File: config.mk
export PLATFORM = sky130hd
export DESIGN_NAME = instr_sequencer_flat
export DESIGN_NICKNAME = d
export VERILOG_FILES = /design/src/rtl/instr_sequencer_if.sv /design/src/rtl/instr_sequencer.sv /design/src/flat_wrapper.sv
export SDC_FILE = /design/constraint.sdc
export NUM_CORES = 1
export LEC_CHECK = 0
export ABC_CLOCK_PERIOD_IN_PS = 4900
export CAP_MARGIN = 20
export CORE_MARGIN = 2
export CORE_UTILIZATION = 31
export DETAILED_ROUTE_END_ITERATION = 10
export PLACE_DENSITY = 0.67
export SLEW_MARGIN = 25
export SYNTH_ARGS = -nofsm -noshare
export SYNTH_HDL_FRONTEND = slang
export SYNTH_SLANG_ARGS = --single-unit
File: constraint.sdc
create_clock -name CLKb -period 4.9 [get_ports CLKb]
set_clock_uncertainty 0.15 [all_clocks]
set_input_delay 0.98 -clock CLKb [delete_from_list [all_inputs] [get_ports CLKb]]
set_output_delay 0.98 -clock CLKb [all_outputs]
set_load 0.05 [all_outputs]
File: src/rtl/instr_sequencer_if.sv
`default_nettype none
// ============================================================================
// Module      : instr_sequencer_if
// Description : Bus / control bundle between instr_sequencer and the datapath.
//               HALTED is present only when SEQ_HALT_EN is defined.
// Revision    : 1.0 - initial release
// ============================================================================
interface instr_sequencer_if #(
    parameter int DATA_W = 10
);
    logic [DATA_W-1:0] BUS;
    logic              GO;
    logic [DATA_W-1:0] IR;
    logic [1:0]        T;
    logic              Ext;
    logic              IRin;
    logic              ENR;
    logic [1:0]        RDA;
    logic              ENW;
    logic [1:0]        WRA;
    logic              Ain;
    logic              Gin;
    logic              Gout;
    logic [3:0]        FN;
    logic              IMMen;
    logic [DATA_W-1:0] IMM;
    logic              DONE;
    logic              BUSY;
    logic              ILLEGAL;
`ifdef SEQ_HALT_EN
    logic              HALTED;

    modport master (
        input  BUS, GO,
        output IR, T, Ext, IRin, ENR, RDA, ENW, WRA, Ain, Gin, Gout, FN,
               IMMen, IMM, DONE, BUSY, ILLEGAL, HALTED
    );
    modport slave (
        output BUS, GO,
        input  IR, T, Ext, IRin, ENR, RDA, ENW, WRA, Ain, Gin, Gout, FN,
               IMMen, IMM, DONE, BUSY, ILLEGAL, HALTED
    );
`else
    modport master (
        input  BUS, GO,
        output IR, T, Ext, IRin, ENR, RDA, ENW, WRA, Ain, Gin, Gout, FN,
               IMMen, IMM, DONE, BUSY, ILLEGAL
    );
    modport slave (
        output BUS, GO,
        input  IR, T, Ext, IRin, ENR, RDA, ENW, WRA, Ain, Gin, Gout, FN,
               IMMen, IMM, DONE, BUSY, ILLEGAL
    );
`endif
endinterface
`default_nettype wire

File: src/rtl/instr_sequencer.sv
`default_nettype none
// ============================================================================
// Module      : instr_sequencer
// Description : Multi-cycle FETCH/EX1..EX3 sequencer for the 10-bit datapath.
//               Optional macro SEQ_HALT_EN turns opcode 1001 into HALT.
// Revision    : 1.0 - initial release
// ============================================================================
module instr_sequencer #(
    parameter int DATA_W     = 10,
    parameter bit IMM_SIGNED = 1'b0
) (
    input  logic               CLKb,
    input  logic               RSTn,
    instr_sequencer_if.master  sif
);

    typedef enum logic [2:0] {
        S_FETCH  = 3'd0,
        S_EX1    = 3'd1,
        S_EX2    = 3'd2,
        S_EX3    = 3'd3,
        S_HALTED = 3'd4
    } state_t;

    state_t            state_q, state_d;
    logic [DATA_W-1:0] ir_q, ir_d;
    logic              illegal_q, illegal_d;

    logic [3:0]        w_opcode;
    logic [1:0]        w_rx, w_ry;
    logic [3:0]        w_imm4;
    logic [DATA_W-1:0] w_imm_ext;
    logic              w_is_ld, w_is_mov, w_is_alu_r, w_is_ldi, w_is_alu_i, w_is_halt;

    logic              w_ext, w_irin, w_enr, w_enw, w_ain, w_gin, w_gout, w_immen, w_done;
    logic [1:0]        w_rda, w_wra;
    logic [3:0]        w_fn;

    assign w_opcode = ir_q[9:6];
    assign w_rx     = ir_q[5:4];
    assign w_ry     = ir_q[3:2];
    assign w_imm4   = ir_q[3:0];

    if (IMM_SIGNED) begin : g_imm_sext
        assign w_imm_ext = {{(DATA_W-4){w_imm4[3]}}, w_imm4};
    end else begin : g_imm_zext
        assign w_imm_ext = {{(DATA_W-4){1'b0}}, w_imm4};
    end

    always_comb begin
        w_is_ld    = (w_opcode == 4'd0);
        w_is_mov   = (w_opcode == 4'd1);
        w_is_alu_r = (w_opcode >= 4'd2)  && (w_opcode <= 4'd6);
        w_is_ldi   = (w_opcode == 4'd8);
        w_is_alu_i = (w_opcode >= 4'd10) && (w_opcode <= 4'd14);
`ifdef SEQ_HALT_EN
        w_is_halt  = (w_opcode == 4'd9);
`else
        w_is_halt  = 1'b0;
`endif
    end

    // Every bus driver is asserted in exactly one branch, so at most one is high.
    always_comb begin
        state_d   = state_q;
        ir_d      = ir_q;
        illegal_d = illegal_q;
        w_ext     = 1'b0;
        w_irin    = 1'b0;
        w_enr     = 1'b0;
        w_rda     = 2'd0;
        w_enw     = 1'b0;
        w_wra     = 2'd0;
        w_ain     = 1'b0;
        w_gin     = 1'b0;
        w_gout    = 1'b0;
        w_fn      = 4'd0;
        w_immen   = 1'b0;
        w_done    = 1'b0;
        case (state_q)
            S_FETCH: begin
                // RSTn gate keeps the GO-dependent outputs quiet while in reset.
                if (sif.GO && RSTn) begin
                    w_ext   = 1'b1;
                    w_irin  = 1'b1;
                    ir_d    = sif.BUS;
                    state_d = S_EX1;
                end
            end
            S_EX1: begin
                if (w_is_ld) begin
                    w_ext  = 1'b1;
                    w_enw  = 1'b1;
                    w_wra  = w_rx;
                    w_done = 1'b1;
                end else if (w_is_mov) begin
                    w_enr  = 1'b1;
                    w_rda  = w_ry;
                    w_enw  = 1'b1;
                    w_wra  = w_rx;
                    w_done = 1'b1;
                end else if (w_is_alu_r || w_is_alu_i) begin
                    w_enr  = 1'b1;
                    w_rda  = w_rx;
                    w_ain  = 1'b1;
                end else if (w_is_ldi) begin
                    w_immen = 1'b1;
                    w_enw   = 1'b1;
                    w_wra   = w_rx;
                    w_done  = 1'b1;
                end else if (w_is_halt) begin
                    w_done  = 1'b1;
                end else begin
                    w_done    = 1'b1;
                    illegal_d = 1'b1;
                end
                if (w_is_halt)
                    state_d = S_HALTED;
                else if (w_done)
                    state_d = S_FETCH;
                else
                    state_d = S_EX2;
            end
            S_EX2: begin
                state_d = S_EX3;
                if (w_is_alu_r) begin
                    w_enr = 1'b1;
                    w_rda = w_ry;
                    w_gin = 1'b1;
                    w_fn  = w_opcode - 4'd2;
                end else if (w_is_alu_i) begin
                    w_immen = 1'b1;
                    w_gin   = 1'b1;
                    w_fn    = w_opcode - 4'd10;
                end else begin
                    state_d = S_FETCH;
                end
            end
            S_EX3: begin
                w_gout  = 1'b1;
                w_enw   = 1'b1;
                w_wra   = w_rx;
                w_done  = 1'b1;
                state_d = S_FETCH;
            end
            S_HALTED: state_d = S_HALTED;
            default:  state_d = S_FETCH;
        endcase
    end

    always_ff @(posedge CLKb or negedge RSTn) begin
        if (!RSTn) begin
            state_q   <= S_FETCH;
            ir_q      <= '0;
            illegal_q <= 1'b0;
        end else begin
            state_q   <= state_d;
            ir_q      <= ir_d;
            illegal_q <= illegal_d;
        end
    end

    assign sif.IR      = ir_q;
    assign sif.T       = (state_q == S_EX1) ? 2'd1 :
                         (state_q == S_EX2) ? 2'd2 :
                         (state_q == S_EX3) ? 2'd3 : 2'd0;
    assign sif.Ext     = w_ext;
    assign sif.IRin    = w_irin;
    assign sif.ENR     = w_enr;
    assign sif.RDA     = w_rda;
    assign sif.ENW     = w_enw;
    assign sif.WRA     = w_wra;
    assign sif.Ain     = w_ain;
    assign sif.Gin     = w_gin;
    assign sif.Gout    = w_gout;
    assign sif.FN      = w_fn;
    assign sif.IMMen   = w_immen;
    assign sif.IMM     = w_immen ? w_imm_ext : '0;
    assign sif.DONE    = w_done;
    assign sif.BUSY    = (state_q != S_FETCH);
    assign sif.ILLEGAL = illegal_q;
`ifdef SEQ_HALT_EN
    assign sif.HALTED  = (state_q == S_HALTED);
`endif

endmodule
`default_nettype wire

File: src/flat_wrapper.sv
// flat-port wrapper written by rule: the top's interface ports become plain ports
module instr_sequencer_flat 
#(
    parameter int DATA_W     = 10,
    parameter bit IMM_SIGNED = 1'b0
)
  (CLKb, RSTn, sif_BUS, sif_GO, sif_IR, sif_T, sif_Ext, sif_IRin, sif_ENR, sif_RDA, sif_ENW, sif_WRA, sif_Ain, sif_Gin, sif_Gout, sif_FN, sif_IMMen, sif_IMM, sif_DONE, sif_BUSY, sif_ILLEGAL);
  instr_sequencer_if #(.DATA_W(DATA_W)) sif_i ();
  input  logic CLKb;
  input  logic RSTn;
  input wire logic [$bits(sif_i.BUS)-1:0] sif_BUS;
  input wire logic [$bits(sif_i.GO)-1:0] sif_GO;
  output wire logic [$bits(sif_i.IR)-1:0] sif_IR;
  output wire logic [$bits(sif_i.T)-1:0] sif_T;
  output wire logic [$bits(sif_i.Ext)-1:0] sif_Ext;
  output wire logic [$bits(sif_i.IRin)-1:0] sif_IRin;
  output wire logic [$bits(sif_i.ENR)-1:0] sif_ENR;
  output wire logic [$bits(sif_i.RDA)-1:0] sif_RDA;
  output wire logic [$bits(sif_i.ENW)-1:0] sif_ENW;
  output wire logic [$bits(sif_i.WRA)-1:0] sif_WRA;
  output wire logic [$bits(sif_i.Ain)-1:0] sif_Ain;
  output wire logic [$bits(sif_i.Gin)-1:0] sif_Gin;
  output wire logic [$bits(sif_i.Gout)-1:0] sif_Gout;
  output wire logic [$bits(sif_i.FN)-1:0] sif_FN;
  output wire logic [$bits(sif_i.IMMen)-1:0] sif_IMMen;
  output wire logic [$bits(sif_i.IMM)-1:0] sif_IMM;
  output wire logic [$bits(sif_i.DONE)-1:0] sif_DONE;
  output wire logic [$bits(sif_i.BUSY)-1:0] sif_BUSY;
  output wire logic [$bits(sif_i.ILLEGAL)-1:0] sif_ILLEGAL;
  assign sif_i.BUS = sif_BUS;
  assign sif_i.GO = sif_GO;
  assign sif_IR = sif_i.IR;
  assign sif_T = sif_i.T;
  assign sif_Ext = sif_i.Ext;
  assign sif_IRin = sif_i.IRin;
  assign sif_ENR = sif_i.ENR;
  assign sif_RDA = sif_i.RDA;
  assign sif_ENW = sif_i.ENW;
  assign sif_WRA = sif_i.WRA;
  assign sif_Ain = sif_i.Ain;
  assign sif_Gin = sif_i.Gin;
  assign sif_Gout = sif_i.Gout;
  assign sif_FN = sif_i.FN;
  assign sif_IMMen = sif_i.IMMen;
  assign sif_IMM = sif_i.IMM;
  assign sif_DONE = sif_i.DONE;
  assign sif_BUSY = sif_i.BUSY;
  assign sif_ILLEGAL = sif_i.ILLEGAL;
  instr_sequencer #(.DATA_W(DATA_W), .IMM_SIGNED(IMM_SIGNED)) u_core (.CLKb(CLKb), .RSTn(RSTn), .sif(sif_i));
endmodule
==> out/summary.txt <==
Clock Sinks - 14
largest net degree at the start of global routing - 16
Std-Cell Rows - 20
grt total ovfl - 0
fin util - 50.0%
antenna violations before repair - 0
GPL Wtd Cong - 0.846
initial DRC count - 16
vias in the first global route - 925
Tmin final - 4.00 ns
maximum buffer depth of the clock tree - 2
sequential share of the synthesized area - 36.2%
Worst-path clk slew - 0.09 ns
Area Overhead vs Synth - 55.0%
Post-DRT Antenna Nets - 0
Post-synth EDFFs - 0
peak supply drop - 0.467 mV
Worst EP arrival - 2.87 ns
fmax - 250 MHz
Yosys warnings - 0
crit start category - register
fin crit share - 81.6%
Storage cell area - 350 um^2
Vias/cell - 5.06
DRT Wirelength - 2550 um
#FFs+latches synth - 14
CTS tree - yes
Worst Setup End Kind - output port
DR WL/cell - 13.7 um
die area - 3590 um^2
crit-path max FO - 8
RSZ-0062 raised after global routing - no
Worst-Skew Late Latency - 0.28 ns
PwrDens - 772 nW/um^2
Leakage - 0.615 nW
htree depth - 1
Crit Path Category - register to output port
footprint of the multi-input gates - 546 um^2
FILL cells - 304
Die H - 59.9 um
Power Total - 0.00116 W
worst-margin pin slew - 0.558 ns
Avg Cell Area, Syn - 9.31 um^2
layout cell share with drive strength beyond 1 - 15.0%
1st-pass router iterations - 4
global-route wire length before repair - 4110 um
ant diodes - 0
ys flop type - dfrtp_1
max cap viols - 0
Post-Layout Inst Area - 1500 um^2
Netlist cell types - 38
Via Count - 941
GRT Util Overall - 15.0%
fraction of registers with async set/reset - 100%
port buffer count - 47
final setup fails - 0
final setup TNS - 0 ns
# DRC - 0
status - finished, final reports clean
IO Count - 54
post-CTS resize count - 0
Post-Syn Area - 968 um^2
Mapped Cells - 104
cts hold-fix bufs - 0
hpwl dp - 1960 um
final net count - 170
Initial Util - 32.3%
slew margin rel. - 62.3%
WP data required - 3.77 ns
placed cell area - 1470 um^2
Hold Path Class - register to register
postcts setup bufs - 0
TritonCTS Buffers - 3
final hold vios - 0
Core Region - 3000 um^2
Root Driver - clkbuf_4
chip width - 59.9 um
Final Max Tran Viols - 0
-- metrics by stage --
step / std cells / worst slack (ns) / hold slack (ns)
3_3_place_gp: 182 / 1.30 / 0.335
5_1_grt: 186 / 0.761 / 0.391
3_5_place_dp: 182 / 1.23 / 0.340
4_1_cts: 186 / 0.897 / 0.379
2_1_floorplan: 109 / 1.02 / 0.351
6_report: 186 / 0.900 / 0.372
-- routing by layer --
layer	vias up	global-route usage [%]	wire (um)
met5	-	0	0
met4	0	6.67	50
met3	6	4.55	252
met2	47	23.6	1130
met1	431	18.9	1110
li1	457	-	-
-- flip-flops by register name, summed over array words and instances (netlist names) --
name,count
u_core.sif.ILLEGAL,1
u_core.state_q,3
u_core.sif.IR,10
-- layout make-up --
| type | instances | share of cell area, % |
|---|---|---|
| clock buffer | 4 | 2.42 |
| inverter | 6 | 1.50 |
| multi-input combinational | 80 | 36.3 |
| sequential | 14 | 23.3 |
| tap | 33 | 2.75 |
| timing repair buffer | 49 | 33.7 |
-- worst max-delay path, cell delays in order, from the launching register on --
cell             delay (ns)
dfrtp_1                0.47
inv_1                  0.14
ha_1                   0.24
or4_4                  0.54
a21boi_2               0.24
and2_1                 0.16
clkdlybuf4s50_1        0.80
-- synth_stat cells (all sizes together) (3+ instances only) --
cell,instances,area share (%)
dfrtp,14,36
buf,9,7.1
nor2,9,3.5
and2,8,5.2
mux2,8,9.3
inv,6,2.3
o21ai,5,2.6
ha,3,3.9
nand2,3,1.2
nand2b,3,1.9
nand3,3,1.5
nor3,3,1.5
nor3b,3,2.3
o22ai,3,1.9
-- where the power goes --
part	total [W]	internal (W)	leakage, nW	switching (W)
logic	0.000829	0.000294	0.425	0.000535
registers	0.000244	0.000166	0.169	0.0000783
clock network	0.0000848	0.0000452	0.0210	0.0000396
-- cells by family after synthesis --
group,share of synthesized area (%)
AOI/OAI and AO/OA,16.3
DFF,36.2
other,0.387
adders and majority gates,3.88
and+or+nand+nor,24.5
muxes,9.30
buffers and inverters,9.43
-- worst paths after layout --
check,from,endpoint,slack [ns],cells after the start
max,u_core.sif.IR[8],sif_IMM[1],0.90,6
min,u_core.sif.ILLEGAL,u_core.sif.ILLEGAL,0.37,1
max reg2reg,u_core.sif.IR[8],u_core.state_q[0],3.03,6
min reg2reg,u_core.sif.ILLEGAL,u_core.sif.ILLEGAL,0.37,1
max in group asynchronous,RSTn,u_core.sif.IR[1],3.56,2
min in group asynchronous,RSTn,u_core.sif.IR[5],0.86,2
-- layout by cell type (no fill, tap or decap), types with 2 or more instances in the layout --
cell type | netlist | layout
a31oi_1 | 2 | 2
and2_1 | 8 | 8
buf_12 | 0 | 2
buf_4 | 7 | 2
clkbuf_4 | 0 | 3
clkdlybuf4s50_1 | 0 | 45
conb_1 | 1 | 6
dfrtp_1 | 14 | 14
ha_1 | 3 | 3
inv_1 | 6 | 6
mux2_2 | 8 | 8
nand2_1 | 3 | 3
nand2b_1 | 3 | 3
nand3_1 | 3 | 3
nor2_1 | 9 | 9
nor2b_1 | 2 | 2
nor3_1 | 3 | 3
nor3b_1 | 3 | 3
o21ai_0 | 5 | 5
o22ai_1 | 3 | 3
No activity file was read; power rests on OpenSTA's default activity.
